===== config.mk =====
export PLATFORM = sky130hd
export DESIGN_NAME = if_stage
export DESIGN_NICKNAME = d
export VERILOG_FILES = /design/src/rtl/if_stage_pkg.sv /design/src/rtl/if_stage_if_id.sv /design/src/rtl/if_stage.sv
export SDC_FILE = /design/constraint.sdc
export NUM_CORES = 1
export LEC_CHECK = 0
export CORE_MARGIN = 8
export CORE_UTILIZATION = 25
export DETAILED_ROUTE_END_ITERATION = 8
export PLACE_DENSITY_LB_ADDON = 0.25
export SETUP_SLACK_MARGIN = 0.4
export SYNTH_ARGS = -nofsm -noshare
export SYNTH_HDL_FRONTEND = slang
export SYNTH_SLANG_ARGS = --single-unit

===== constraint.sdc =====
create_clock -name clk -period 2.45 [get_ports clk]
set_clock_uncertainty 0.05 [all_clocks]
set_input_delay 0.49 -clock clk [delete_from_list [all_inputs] [get_ports clk]]
set_output_delay 0.49 -clock clk [all_outputs]
set_load 0.02 [all_outputs]

===== src/rtl/if_stage_pkg.sv =====
// Shared constants for the OpenMIPS fetch stage: reset/enable levels and the
// ctrl stall vector bit positions.
package if_stage_pkg;

  localparam logic RST_ENABLE   = 1'b1;
  localparam logic CHIP_ENABLE  = 1'b1;
  localparam logic CHIP_DISABLE = 1'b0;
  localparam logic STOP         = 1'b1;

  localparam int STALL_PC    = 0;
  localparam int STALL_IF_ID = 1;
  localparam int STALL_ID_EX = 2;

endpackage


===== src/rtl/if_stage_if_id.sv =====
// IF/ID pipeline register: carries the fetched instruction and its PC to decode,
// inserting a bubble when IF stalls but ID does not.
module if_stage_if_id
  import if_stage_pkg::*;
#(
  parameter int ADDR_W = 32,
  parameter int INST_W = 32
) (
  input  logic              clk,
  input  logic              rst,
  input  logic              flush,
  input  logic              stall_if,
  input  logic              stall_id,
  input  logic [ADDR_W-1:0] if_pc,
  input  logic [INST_W-1:0] if_inst,
  output logic [ADDR_W-1:0] id_pc,
  output logic [INST_W-1:0] id_inst
);

  // NOTE: sequential state uses non-blocking assignments so every register
  // samples pre-edge values regardless of block ordering.
  always_ff @(posedge clk) begin
    if (rst == RST_ENABLE || flush) begin
      id_pc   <= '0;
      id_inst <= '0;
    end else if (stall_if == STOP && stall_id != STOP) begin
      id_pc   <= '0;
      id_inst <= '0;
    end else if (stall_if != STOP) begin
      id_pc   <= if_pc;
      id_inst <= if_inst;
    end
  end

endmodule


===== src/rtl/if_stage.sv =====
// OpenMIPS instruction-fetch stage: PC register, ROM chip enable and IF/ID
// register, honouring ctrl stall/flush and ID branch redirects.
module if_stage
  import if_stage_pkg::*;
#(
  parameter logic [31:0] RESET_PC = 32'h0000_0000,
  parameter int          ADDR_W   = 32,
  parameter int          INST_W   = 32,
  parameter int          STALL_W  = 6
) (
  input  logic               clk,
  input  logic               rst,
  input  logic [STALL_W-1:0] stall,
  input  logic               flush,
  input  logic [ADDR_W-1:0]  new_pc,
  input  logic               branch_flag_i,
  input  logic [ADDR_W-1:0]  branch_target_address_i,
  input  logic [INST_W-1:0]  inst_i,
  output logic [ADDR_W-1:0]  pc,
  output logic               ce,
  output logic [ADDR_W-1:0]  id_pc,
  output logic [INST_W-1:0]  id_inst
);

  logic [INST_W-1:0]  fetched_inst;
  logic [STALL_W-1:0] stall_unused;

  // Stall bits above ID/EX belong to later stages.
  assign stall_unused = stall;

  always_ff @(posedge clk) begin
    if (rst == RST_ENABLE) begin
      ce <= CHIP_DISABLE;
      pc <= ADDR_W'(RESET_PC);
    end else begin
      ce <= CHIP_ENABLE;
      // While the ROM was disabled the PC holds, so the first fetch is RESET_PC.
      if (ce == CHIP_ENABLE) begin
        if (flush)
          pc <= new_pc;
        else if (stall[STALL_PC] == STOP)
          pc <= pc;
        else if (branch_flag_i)
          pc <= branch_target_address_i;
        else
          pc <= pc + ADDR_W'(4);
      end
    end
  end

  assign fetched_inst = (ce == CHIP_ENABLE) ? inst_i : '0;

  if_stage_if_id #(
    .ADDR_W (ADDR_W),
    .INST_W (INST_W)
  ) u_if_id (
    .clk      (clk),
    .rst      (rst),
    .flush    (flush),
    .stall_if (stall[STALL_IF_ID]),
    .stall_id (stall[STALL_ID_EX]),
    .if_pc    (pc),
    .if_inst  (fetched_inst),
    .id_pc    (id_pc),
    .id_inst  (id_inst)
  );

endmodule


**After elaboration in Yosys (flattened, before gate mapping)**

Index checks and enable logic that the tools add are counted.

- Eq/ne operators: 1
- Bitwise logic cells: 1
- Mux-type cells: 5
- Reductions and logical operators: 4
- $add $sub $neg: 1

Operators by type and width:

| kind | number |
|---|---|
| 32-bit two-way mux | 4 |
| 32-bit by 3-bit adder with 32-bit output, second input constant | 1 |
| 2-bit by 1-bit != test with 1-bit output, second input constant | 1 |
| 2-bit AND reduction | 1 |
| 2-bit OR reduction | 1 |
| 1-bit logical AND | 1 |
| 1-bit logical OR | 1 |
| 1-bit two-way mux | 1 |
| 1-bit inverter | 1 |

- Bits in registers: 97
- Input bits: 106
- Output and inout port bits: 97

**Longest topological paths before layout**

Gate-level depths: netlist of run 1.

- Depth after elaboration: 4
- Depth in mapped cells: 6

**Modules after synthesis**

A second synthesis of run 1 with hierarchy kept.

- Cell total of the unflattened synthesis: 636
- Area, all modules: 5440.2 µm²

By module, submodules not included:

| module | area each (µm²) | times used | sequential area each (µm²) | cells an instance |
|---|---|---|---|---|
| if_stage_if_id | 2861.5 | 1 | 1281.2 | 285 |
| if_stage | 2578.7 | 1 | 660.6 | 351 |

**Least setup slack after synthesis of run 1**

Ideal clock, no wire load.

- Path type: reg-to-reg
- From: register pc[9]
- To: register pc[25]
- Clock period less this slack: 2201 ps
- Path slack: 249 ps
- Arrival time: 2065 ps
- Cell stages (with the launch flop): 7
- Data required time: 2314 ps
- Cells stage by stage: dfxtp_1 clkbuf_2 nand3_1 or4_4 o31a_1 or3_1 a221oi_2

- Word-level cells in the longest chain between the ends: 4

RTL lines:

| element | line | source |
|---|---|---|
| from (decl) | if_stage.sv:19 | `output logic [ADDR_W-1:0] pc,` |
| from (signal assigned) | if_stage.sv:34 | `pc <= ADDR_W'(RESET_PC);` |
| from (signal assigned) | if_stage.sv:40 | `pc <= new_pc;` |
| from (signal assigned) | if_stage.sv:42 | `pc <= pc;` |
| 32-bit by 3-bit adder with 32-bit output | if_stage.sv:46 | `pc <= pc + ADDR_W'(4);` |
| 32-bit two-way mux | if_stage.sv:43 | `else if (branch_flag_i)` |
| 32-bit two-way mux | if_stage.sv:41 | `else if (stall[STALL_PC] == STOP)` |
| 32-bit two-way mux | if_stage.sv:39 | `if (flush)` |

Every way passes these cells. The select of a mux whose other input is x is not followed.
A chain may end at the register's enable or synchronous reset.

**Final worst setup path of run 1**

- From: register pc[9]
- To: output pc[9]

No word-level cell between the ends.

==> results.ini, run 1 <==
[synth]
synth-main-ff-cell=dfxtp_1
ys_seq_elements=97
number_of_enable_type_register_cells_in_the_synthesized_netlist=0
yosysUniqueCellTypes=54
synth.avg_cell_area_um2=8.55
synth_warnings=0
ys_async_sr_fraction_pct=0
mappedNetlistNets=623
synth_cells=516
synth.cell_area_mm2=0.00441
synth.yosys.seq_area_share_pct=44.0

[sta]
maxSlewViolCount=0
setup_viol=0
fin_crit_sh_pct=82.0
hold_viol_final=0
slew-limit-headroom_pct=66.0
period_needed_ps=2010
pin_slew_with_the_least_headroom_to_its_limit_ps=505
rsz0062_at_grt=true
fmaxAchievable_mhz=498
setup-tns-final_ps=0

[route]
highest_layer=met4
routedLengthMet1_um=7730
finalWirelength_um=17400
drt_iter0_markers=286
routed-via-count=4799
remaining_drc_errors=0
route.met3.wl_um=1520
drt_pass1_iterations=5
wl_met2_um=7860
routed_wire_length_per_instance_um=18.1
drtAntennaViolNets=0
routed_via_density=5.01

[final_layout]
share_of_layout_cells_above_drive_strength_1_pct=12.4
final_cell_area_mm2=0.00732
areaGrowthSynthToFinish_pct=66.0
antenna_fix_cells=0
layout_commonest_cell=clkdlybuf4s50_1
final_core_utilization_pct=42.3
leading_cell_types_in_the_layout_fill_and_taps_excluded=186 x clkdlybuf4s50_1, 91 x nor2_1, 83 x dfxtp_1
nets=834
fillers=1687

[setup_path]
required_time_worst_endpoint_ps=1910
cp_cell_sequence=buf_4 > clkdlybuf4s50_1
cpMaxStageDelayCell=clkdlybuf4s50_1
timing.critical_path.to_type=output port
setup.worst_path.start=pc[9]$_SDFFE_PP0P_
setup.worst_path.start_class=flip-flop
critical_path.n_buffers_inverters=2
critical-path-top-delay-family=buffers and inverters
critPathMaxFanout=8
timing.critical_path.slowest_cell_delay_ps=620
reg2reg_from=pc[11]$_SDFFE_PP0P_
criticalPathCategory=reg -> out
worst-endpoint-arrival_ps=1470

[floorplan]
fp.dieArea_mm2=0.0221
die-width_um=149
fp-row-count=48
boundaryPins=203
die_outline_height_um=149
core_area_mm2=0.0173
initial_cell_density_of_the_core_pct=25.5

[global_route]
grt_overflow_total=0
grt_first_pass_wirelength_um=26900
grt.total_usage_pct=15.2
grt_antenna_before_repair=0
grt_pass1_vias=4757
maximum_number_of_pins_on_one_net_before_global_route_repair=54

[power]
vdd_drop_max_v=0.000354
total_leakage_power_uw=0.00274
power_density_mw_per_mm2=521

[place]
buffer_ports.inserted=199
placedInstanceArea_mm2=0.00690
gp_routability_congestion=0.853
detailedPlacementHpwl_um=13100

[clock_network]
ctsLongestPathBuffers=2
clock_latency_ps=350
htreeDepth=3
clock_tree.root_cell=clkbuf_16
cts_buffers=9
worst_setup_hold_path_clk_slew_ps=70
cts_tree=yes
post_cts_hold_buffer_count=0
numClockSinks=97

[hold_path]
holdCritStartpoint=u_if_id.id_pc[4]$_SDFFE_PP0N_
tightest_hold_check_type=reg -> reg

[run]
maxCapViolations=0

[outcome]
status=completed

routing by layer:
metal | GRT usage, % | vias to the layer above
li1 | - | 2344
met1 | 18.6 | 2251
met2 | 24.7 | 182
met4 | 4.04 | 0
met3 | 5.70 | 22
met5 | 0 | -
cell type report:
class | count | area, um^2 | share of cell area [%]
well taps | 225 | 282 | 3.84
clock buffers | 10 | 239 | 3.26
multi-input cells | 373 | 2370 | 32.3
clock inverters | 6 | 56.3 | 0.769
flip-flops and latches | 97 | 1990 | 27.2
repair buffers | 240 | 2370 | 32.3
inverters | 6 | 22.5 | 0.308
kinds of logic (layout without fill, tap and decap cells):
logic type | count (synthesis) | in the layout | share of synthesized area [%]
flops | 97 | 97 | 44.0
fa+ha+maj | 1 | 1 | 0.284
simple gates | 182 | 182 | 18.9
buf+inv | 46 | 262 | 3.97
compound gates | 154 | 154 | 24.7
mux | 36 | 36 | 8.17
synth_stat cells (all sizes together) (2+ instances only):
cell,count,share of area [%]
nor2,93,7.9
o31a,4,0.79
a22o,4,0.79
a21oi,18,2.0
a22oi,40,6.8
clkbuf,34,2.9
or2,2,0.28
a31oi,3,0.43
nor2b,4,0.57
a2bb2oi,2,0.40
o311ai,2,0.40
and4,2,0.40
and3,6,0.85
o211ai,8,1.4
o21ai,30,3.4
mux2i,36,8.2
a221oi,2,0.54
nor4,6,0.85
a32o,2,0.45
buf,6,0.54
a211oi,6,1.0
nand3,14,1.9
a221o,6,1.4
or3,3,0.45
a21o,3,0.51
o22ai,10,1.4
or4,2,0.43
nand4,10,1.4
a222oi,3,0.68
nor3,9,1.0
nand2,29,2.5
dfxtp,97,44
inv,5,0.43
a31o,2,0.40
path summary, 6_finish.rpt:
check / slack, ps / to / depth (start not counted)
max: 440 / pc[9] / 2
min: 450 / u_if_id.id_pc[4]$_SDFFE_PP0N_ / 2
max reg2reg: 440 / pc[25]$_SDFFE_PP0P_ / 5
min reg2reg: 450 / u_if_id.id_pc[4]$_SDFFE_PP0N_ / 2
flip-flops by register name (all words and copies together), names as in the netlist:
name / flops
u_if_id.id_pc: 32
pc: 32
ce: 1
u_if_id.id_inst: 32
power by group:
group	leakage (uW)	internal, uW	switching [uW]
combinational	0.00180	379	332
clock	0.000144	740	670
sequential	0.000798	1630	71.8
total	0.00274	2740	1070
tightest hold or removal path, stage by stage, from the launching register on:
cell,delay (ps)
dfxtp_1,330
mux2i_1,70
nor2_1,70
metrics by stage:
stage	cells	hold slack, ps	setup WS, ps	power (uW)
after floorplan	516	463	405	2030
after global placement	938	426	88.6	2440
after detailed placement	938	434	47.7	2450
after CTS	954	452	407	3880
after global routing	957	481	366	4010
final	957	447	440	3820
repair_timing:
action / 4_1_cts / 5_1_grt
pin swaps: 0 / 5
setup buffers: 0 / 3
setup endpoints to repair: 10 / 20
gates resized for setup: 11 / 27
(Power assumes the default switching activity.)
==> run 2, diff against run 1 <==
clock period = 1.8 ns   (was 2.45 ns; I/O delays follow)
==> run 2 against run 1 <==
Net effect: the run now ends with setup timing left; clock-buffer cell count unchanged; clock power rose by 32%; routed wire length increased by 15%; critical path type is now reg -> reg; largest power group unchanged.
==> results.ini, run 2 (synthesis gave the netlist of run 1 again) <==
[place]
detailedPlacementHpwl_um=14300  ; was 13,100 um
gp_routability_congestion=0.883  ; was 0.853
detailedPlace.worstSlack_ps=-401  ; was 47.7 ps
buffer_ports.inserted=199  ; unchanged

[sta]
rsz0062_at_grt=true  ; unchanged
final.setup.worst_slack_ps=-156  ; was 440 ps
worst_hold_slack_ps=440  ; was 447 ps
hold_viol_final=0  ; unchanged
slew-limit-headroom_pct=63.7  ; was 66.0%
period_needed_ps=1960
fin_crit_sh_pct=109
pin_slew_with_the_least_headroom_to_its_limit_ps=544  ; was 505 ps
fmaxAchievable_mhz=511
maxSlewViolCount=0  ; unchanged
setup_viol=4  ; was 0

[final_layout]
nets=908  ; was 834
final_core_utilization_pct=47.2  ; was 42.3%
share_of_layout_cells_above_drive_strength_1_pct=38.6  ; was 12.4%
largest_registers=pc: 32 flops, u_if_id.id_inst: 32 flops, u_if_id.id_pc: 32 flops  ; unchanged
layout_commonest_cell=clkdlybuf4s50_1  ; unchanged
antenna_fix_cells=0  ; unchanged
areaGrowthSynthToFinish_pct=85.0  ; was 66.0%
leading_cell_types_in_the_layout_fill_and_taps_excluded=97 x clkdlybuf4s50_1, 88 x nor2_1, 73 x buf_4  ; was 186 x clkdlybuf4s50_1, 91 x nor2_1, 83 x dfxtp_1

[route]
route.met3.wl_um=1390  ; was 1520 um
highest_layer=met4  ; unchanged
finalWirelength_um=20000  ; was 17,400 um
remaining_drc_errors=0  ; unchanged
routedLengthMet1_um=8670  ; was 7730 um
wl_met2_um=9480  ; was 7860 um
drt_iter0_markers=259  ; was 286
routed_wire_length_per_instance_um=19.4  ; was 18.1 um
routed-via-count=5189  ; was 4,799
drt_pass1_iterations=5  ; unchanged
drtAntennaViolNets=0  ; unchanged
routed_via_density=5.03  ; was 5.01

[global_route]
grt_first_pass_wirelength_um=29500  ; was 26,900 um
grt.total_usage_pct=16.8  ; was 15.2%
grt_antenna_before_repair=0  ; unchanged
grt_pass1_vias=5315  ; was 4,757
grt_overflow_total=0  ; unchanged
maximum_number_of_pins_on_one_net_before_global_route_repair=56  ; was 54

[power]
comb_power_share_pct=22.1  ; was 18.6%
power_density_mw_per_mm2=651  ; was 521 mW/mm^2
sw_frac_of_total_pct=28.8  ; was 28.1%
vdd_drop_max_v=0.000447  ; was 0.000354 V
total_leakage_power_uw=0.00330  ; was 0.00274 uW
switchingPower_uw=1530  ; was 1070 uW
power.sequential.fraction_pct=42.9  ; was 44.5%
cellInternalPower_uw=3790  ; was 2740 uW
share_of_power_burned_in_the_clock_network_pct=35.0  ; was 36.9%

[hold_path]
tightest_hold_check_type=reg -> reg  ; unchanged
worstHoldPathCells=2  ; unchanged

[clock_network]
cts_buffers=9  ; unchanged
worst_setup_hold_path_clk_slew_ps=70  ; about the same
ctsLongestPathBuffers=2  ; unchanged
cts_tree=yes  ; unchanged
clock_latency_ps=350  ; about the same
htreeDepth=3  ; unchanged
numClockSinks=97  ; unchanged
clock_tree.root_cell=clkbuf_16  ; unchanged

[floorplan]
die_outline_height_um=149  ; unchanged
fp-row-count=48  ; unchanged
core_area_mm2=0.0173  ; unchanged
boundaryPins=203  ; unchanged
fp.dieArea_mm2=0.0221  ; unchanged
die-width_um=149  ; unchanged
initial_cell_density_of_the_core_pct=25.5  ; unchanged

[setup_path]
criticalPathCategory=reg -> reg  ; was reg -> out
setup.worst_path.start_class=flip-flop  ; unchanged
required_time_worst_endpoint_ps=2020  ; was 1910 ps
critPathMaxFanout=3  ; was 8
worst-endpoint-arrival_ps=2170  ; was 1470 ps
timing.critical_path.to_type=flip-flop  ; was output port
r2r.worst_path.cells=5  ; unchanged

[run]
maxCapViolations=0  ; unchanged

[outcome]
violations_in_the_final_reports=setup timing
status=finished with violations  ; was completed

-- run 2: layout make-up --
type                    instances  area [um^2]
clock buffers                  10          229
inverters                       6         23.8
fillers                      1625         9140
flip-flops and latches         97         2010
multi-input cells             373         2650
repair buffers                314         2910
well taps                     225          282
clock inverters                 6         50.0
-- run 2: power by group through the flow --
| stage | clock network, uW | logic, uW | registers, uW |
|---|---|---|---|
| after floorplan | 0 | 371 | 2430 |
| after global placement | 0 | 1060 | 2330 |
| after detailed placement | 0 | 1080 | 2330 |
| after CTS | 1930 | 1110 | 2280 |
| after global routing | 2020 | 1250 | 2290 |
| final | 1860 | 1170 | 2280 |
-- run 2: final timing paths --
| kind | start | to | slack [ps] |
|---|---|---|---|
| setup / recovery | pc[8]$_SDFFE_PP0P_ | pc[25]$_SDFFE_PP0P_ | -160 |
| setup reg to reg | pc[8]$_SDFFE_PP0P_ | pc[25]$_SDFFE_PP0P_ | -160 |
| hold / removal | u_if_id.id_pc[29]$_SDFFE_PP0N_ | u_if_id.id_pc[29]$_SDFFE_PP0N_ | 440 |
| hold reg to reg | u_if_id.id_pc[29]$_SDFFE_PP0N_ | u_if_id.id_pc[29]$_SDFFE_PP0N_ | 440 |
-- run 2: repair_timing --
| item | in CTS | in global routing |
|---|---|---|
| hold buffers | 0 | 0 |
| endpoints found under the setup margin | 193 | 131 |
| pin swaps | 29 | 26 |
| buffers inserted | 21 | 13 |
| gates resized for setup | 438 | 82 |
| gates cloned | 0 | 2 |
-- run 2: per-layer routing --
layer,GRT usage (%),up-vias
li1,-,2495
met1,20.6,2461
met2,28.2,201
met3,3.79,32
met4,6.21,0
met5,0,-
-- run 2: metrics by stage --
stage	total power, uW	setup TNS, ps	instances	instance area (um^2)
6_report	5310	-376	1031	8160
3_3_place_gp	3390	-20640	979	7290
5_1_grt	5570	-1130	1031	8160
2_1_floorplan	2800	-454	516	4650
4_1_cts	5330	-377	1016	8030
3_5_place_dp	3410	-23180	979	7290
-- run 2: worst max-delay path: stages (launching register included) --
cell      delay [ps]
dfxtp_2          360
nand3_4           80
or4_4            570
o31a_1           270
or3_4            340
a221oi_2         210
==> run 3, diff against run 2 <==
DONT_BUFFER_PORTS = 1   (was unset)
==> run 3 against run 2 <==
Net effect: total power decreased by 9.4%; largest power group unchanged; combinational power is 46% lower; cell area down 28%; the flow still finishes with violations (setup timing).
==> results.ini, run 3 (synthesis gave the netlist of run 1 again) <==
[sta]
pin_slew_with_the_least_headroom_to_its_limit_ps=536  ; was 544 ps
hold_viol_final=0  ; unchanged
setup-tns-final_ps=-461  ; was -376 ps
maxSlewViolCount=0  ; unchanged
setup_viol=10  ; was 4
final.setup.worst_slack_ps=-104  ; was -156 ps
period_needed_ps=1900  ; was 1960 ps
slew-limit-headroom_pct=64.2  ; was 63.7%
fmaxAchievable_mhz=525  ; was 511 MHz
worst_hold_slack_ps=26.8  ; was 440 ps
rsz0062_at_grt=true  ; unchanged
fin_crit_sh_pct=106  ; was 109%

[global_route]
grt_pass1_vias=4301  ; was 5,315
maximum_number_of_pins_on_one_net_before_global_route_repair=67  ; was 56
grt_first_pass_wirelength_um=25900  ; was 29,500 um
grt_antenna_before_repair=1  ; was 0
grt_overflow_total=0  ; unchanged
grt.total_usage_pct=15.1  ; was 16.8%

[route]
routed_via_density=5.43  ; was 5.03
routed-via-count=4327  ; was 5,189
drt_pass1_iterations=4  ; was 5
drtAntennaViolNets=0  ; unchanged
finalWirelength_um=17500  ; was 20,000 um
drt_iter0_markers=251  ; was 259
remaining_drc_errors=0  ; unchanged
routed_wire_length_per_instance_um=22.0  ; was 19.4 um

[power]
total_leakage_power_uw=0.00221  ; was 0.00330 uW
vdd_drop_max_v=0.000423  ; was 0.000447 V
report.power.total_uw=4820  ; was 5310 uW
power_density_mw_per_mm2=820  ; was 651 mW/mm^2

[final_layout]
largest_registers=pc: 32 flops, u_if_id.id_inst: 32 flops, u_if_id.id_pc: 32 flops  ; unchanged
layout_commonest_cell=nor2_1  ; was clkdlybuf4s50_1
share_of_layout_cells_above_drive_strength_1_pct=28.3  ; was 38.6%
leading_cell_types_in_the_layout_fill_and_taps_excluded=90 x nor2_1, 75 x dfxtp_1, 53 x buf_4  ; was 97 x clkdlybuf4s50_1, 88 x nor2_1, 73 x buf_4
final_core_utilization_pct=34.0  ; was 47.2%
areaGrowthSynthToFinish_pct=33.2  ; was 85.0%
nets=674  ; was 908
antenna_fix_cells=0  ; unchanged

[setup_path]
timing.critical_path.to_type=flip-flop  ; unchanged
critPathMaxFanout=3  ; unchanged
r2r.worst_path.cells=6  ; was 5
setup.worst_path.start_class=flip-flop  ; unchanged
critical-path-top-delay-family=simple AND/OR/NAND/NOR gates  ; unchanged
required_time_worst_endpoint_ps=1990  ; was 2020 ps
setup.reg_to_reg.worst_slack_ps=-100  ; was -160 ps
critical_path.endpoint=pc[27]$_SDFFE_PP0P_  ; was pc[25]$_SDFFE_PP0P_
reg2reg_from=pc[9]$_SDFFE_PP0P_  ; was pc[8]$_SDFFE_PP0P_
cp_num_cells=6  ; was 5
cpMaxStageDelayCell=or4_4  ; unchanged
setup.worst_path.start=pc[9]$_SDFFE_PP0P_  ; was pc[8]$_SDFFE_PP0P_
timing.critical_path.slowest_cell_delay_ps=550  ; was 570 ps
regToRegEndpoint=pc[27]$_SDFFE_PP0P_  ; was pc[25]$_SDFFE_PP0P_
critical_path.n_buffers_inverters=1  ; was 0
criticalPathCategory=reg -> reg  ; unchanged
cp_cell_sequence=nand3_4 > or4_4 > buf_4 > nor3_4 > nand2_1 > a311o_1  ; was nand3_4 > or4_4 > o31a_1 > or3_4 > a221oi_2
worst-endpoint-arrival_ps=2090  ; was 2170 ps

[clock_network]
clock_latency_ps=350  ; about the same
ctsLongestPathBuffers=2  ; unchanged
post_cts_hold_buffer_count=0  ; unchanged
cts_tree=yes  ; unchanged
numClockSinks=97  ; unchanged
worst_setup_hold_path_clk_slew_ps=70  ; about the same
clock_tree.root_cell=clkbuf_16  ; unchanged
htreeDepth=3  ; unchanged
cts_buffers=9  ; unchanged

[outcome]
status=finished with violations  ; unchanged
violations_in_the_final_reports=setup timing  ; unchanged

[floorplan]
core_area_mm2=0.0173  ; unchanged
fp-row-count=48  ; unchanged
die-width_um=149  ; unchanged
fp.dieArea_mm2=0.0221  ; unchanged
die_outline_height_um=149  ; unchanged
boundaryPins=203  ; unchanged
initial_cell_density_of_the_core_pct=25.5  ; unchanged

[hold_path]
worstHoldPathCells=1  ; was 2
tightest_hold_check_type=in -> reg  ; was reg -> reg

[place]
detailedPlace.worstSlack_ps=-101  ; was -401 ps
detailedPlacementHpwl_um=12800  ; was 14,300 um
buffer_ports.inserted=0  ; was 199
gp_routability_congestion=0.835  ; was 0.883

[run]
maxCapViolations=0  ; unchanged

==> run 3: area by class of cell <==
class	count	area [um^2]
Tap cell	225	282
Timing Repair Buffer	80	723
Multi-Input combinational cell	373	2570
Clock buffer	9	225
Fill cell	1782	11400
Clock inverter	7	60.1
Sequential cell	97	1990
Inverter	6	23.8
==> run 3: worst reg2reg max path, delay by kind of cell (launching register included) <==
family / cells / cell delay, ps
AOI/OAI and AO/OA: 1 / 310
and+or+nand+nor: 4 / 890
DFF: 1 / 360
buffers and inverters: 1 / 170
==> run 3: worst min-delay path by stage <==
stage	startpoint	to	slack, ps
after floorplan	inst_i[0]	u_if_id.id_inst[0]$_SDFFE_PP0N_	450
after global placement	rst	pc[4]$_SDFFE_PP0P_	380
after detailed placement	rst	pc[25]$_SDFFE_PP0P_	380
after CTS	rst	pc[25]$_SDFFE_PP0P_	0.5
after global routing	rst	pc[26]$_SDFFE_PP0P_	4
final	rst	pc[25]$_SDFFE_PP0P_	30
==> run 3: repair_timing <==
| item | CTS | global route |
|---|---|---|
| pin swaps | 23 | 29 |
| setup buffers | 7 | 9 |
| resized for setup | 43 | 26 |
| hold endpoints to repair | 0 | 0 |
| endpoints found under the setup margin | 30 | 62 |
==> run 3: through the flow <==
step           area [um^2]  instances
3_3_place_gp          5170        765
5_1_grt               5880        797
2_1_floorplan         4650        516
6_report              5880        797
3_5_place_dp          5170        765
4_1_cts               5700        788
==> run 3: where the power goes <==
part | switching (uW) | internal, uW
sequential | 92.7 | 2220
clock | 913 | 963
combinational | 372 | 257
==> run 3: per-layer routing <==
layer | routed length [um] | global-route usage (%) | vias up | part of all wire, %
met4 | 270 | 5.00 | 2 | 1.5
met1 | 7220 | 17.9 | 2100 | 41
li1 | - | - | 2027 | -
met3 | 1530 | 4.46 | 16 | 8.7
met5 | 9 | 0 | - | 0.051
met2 | 8490 | 25.7 | 182 | 48
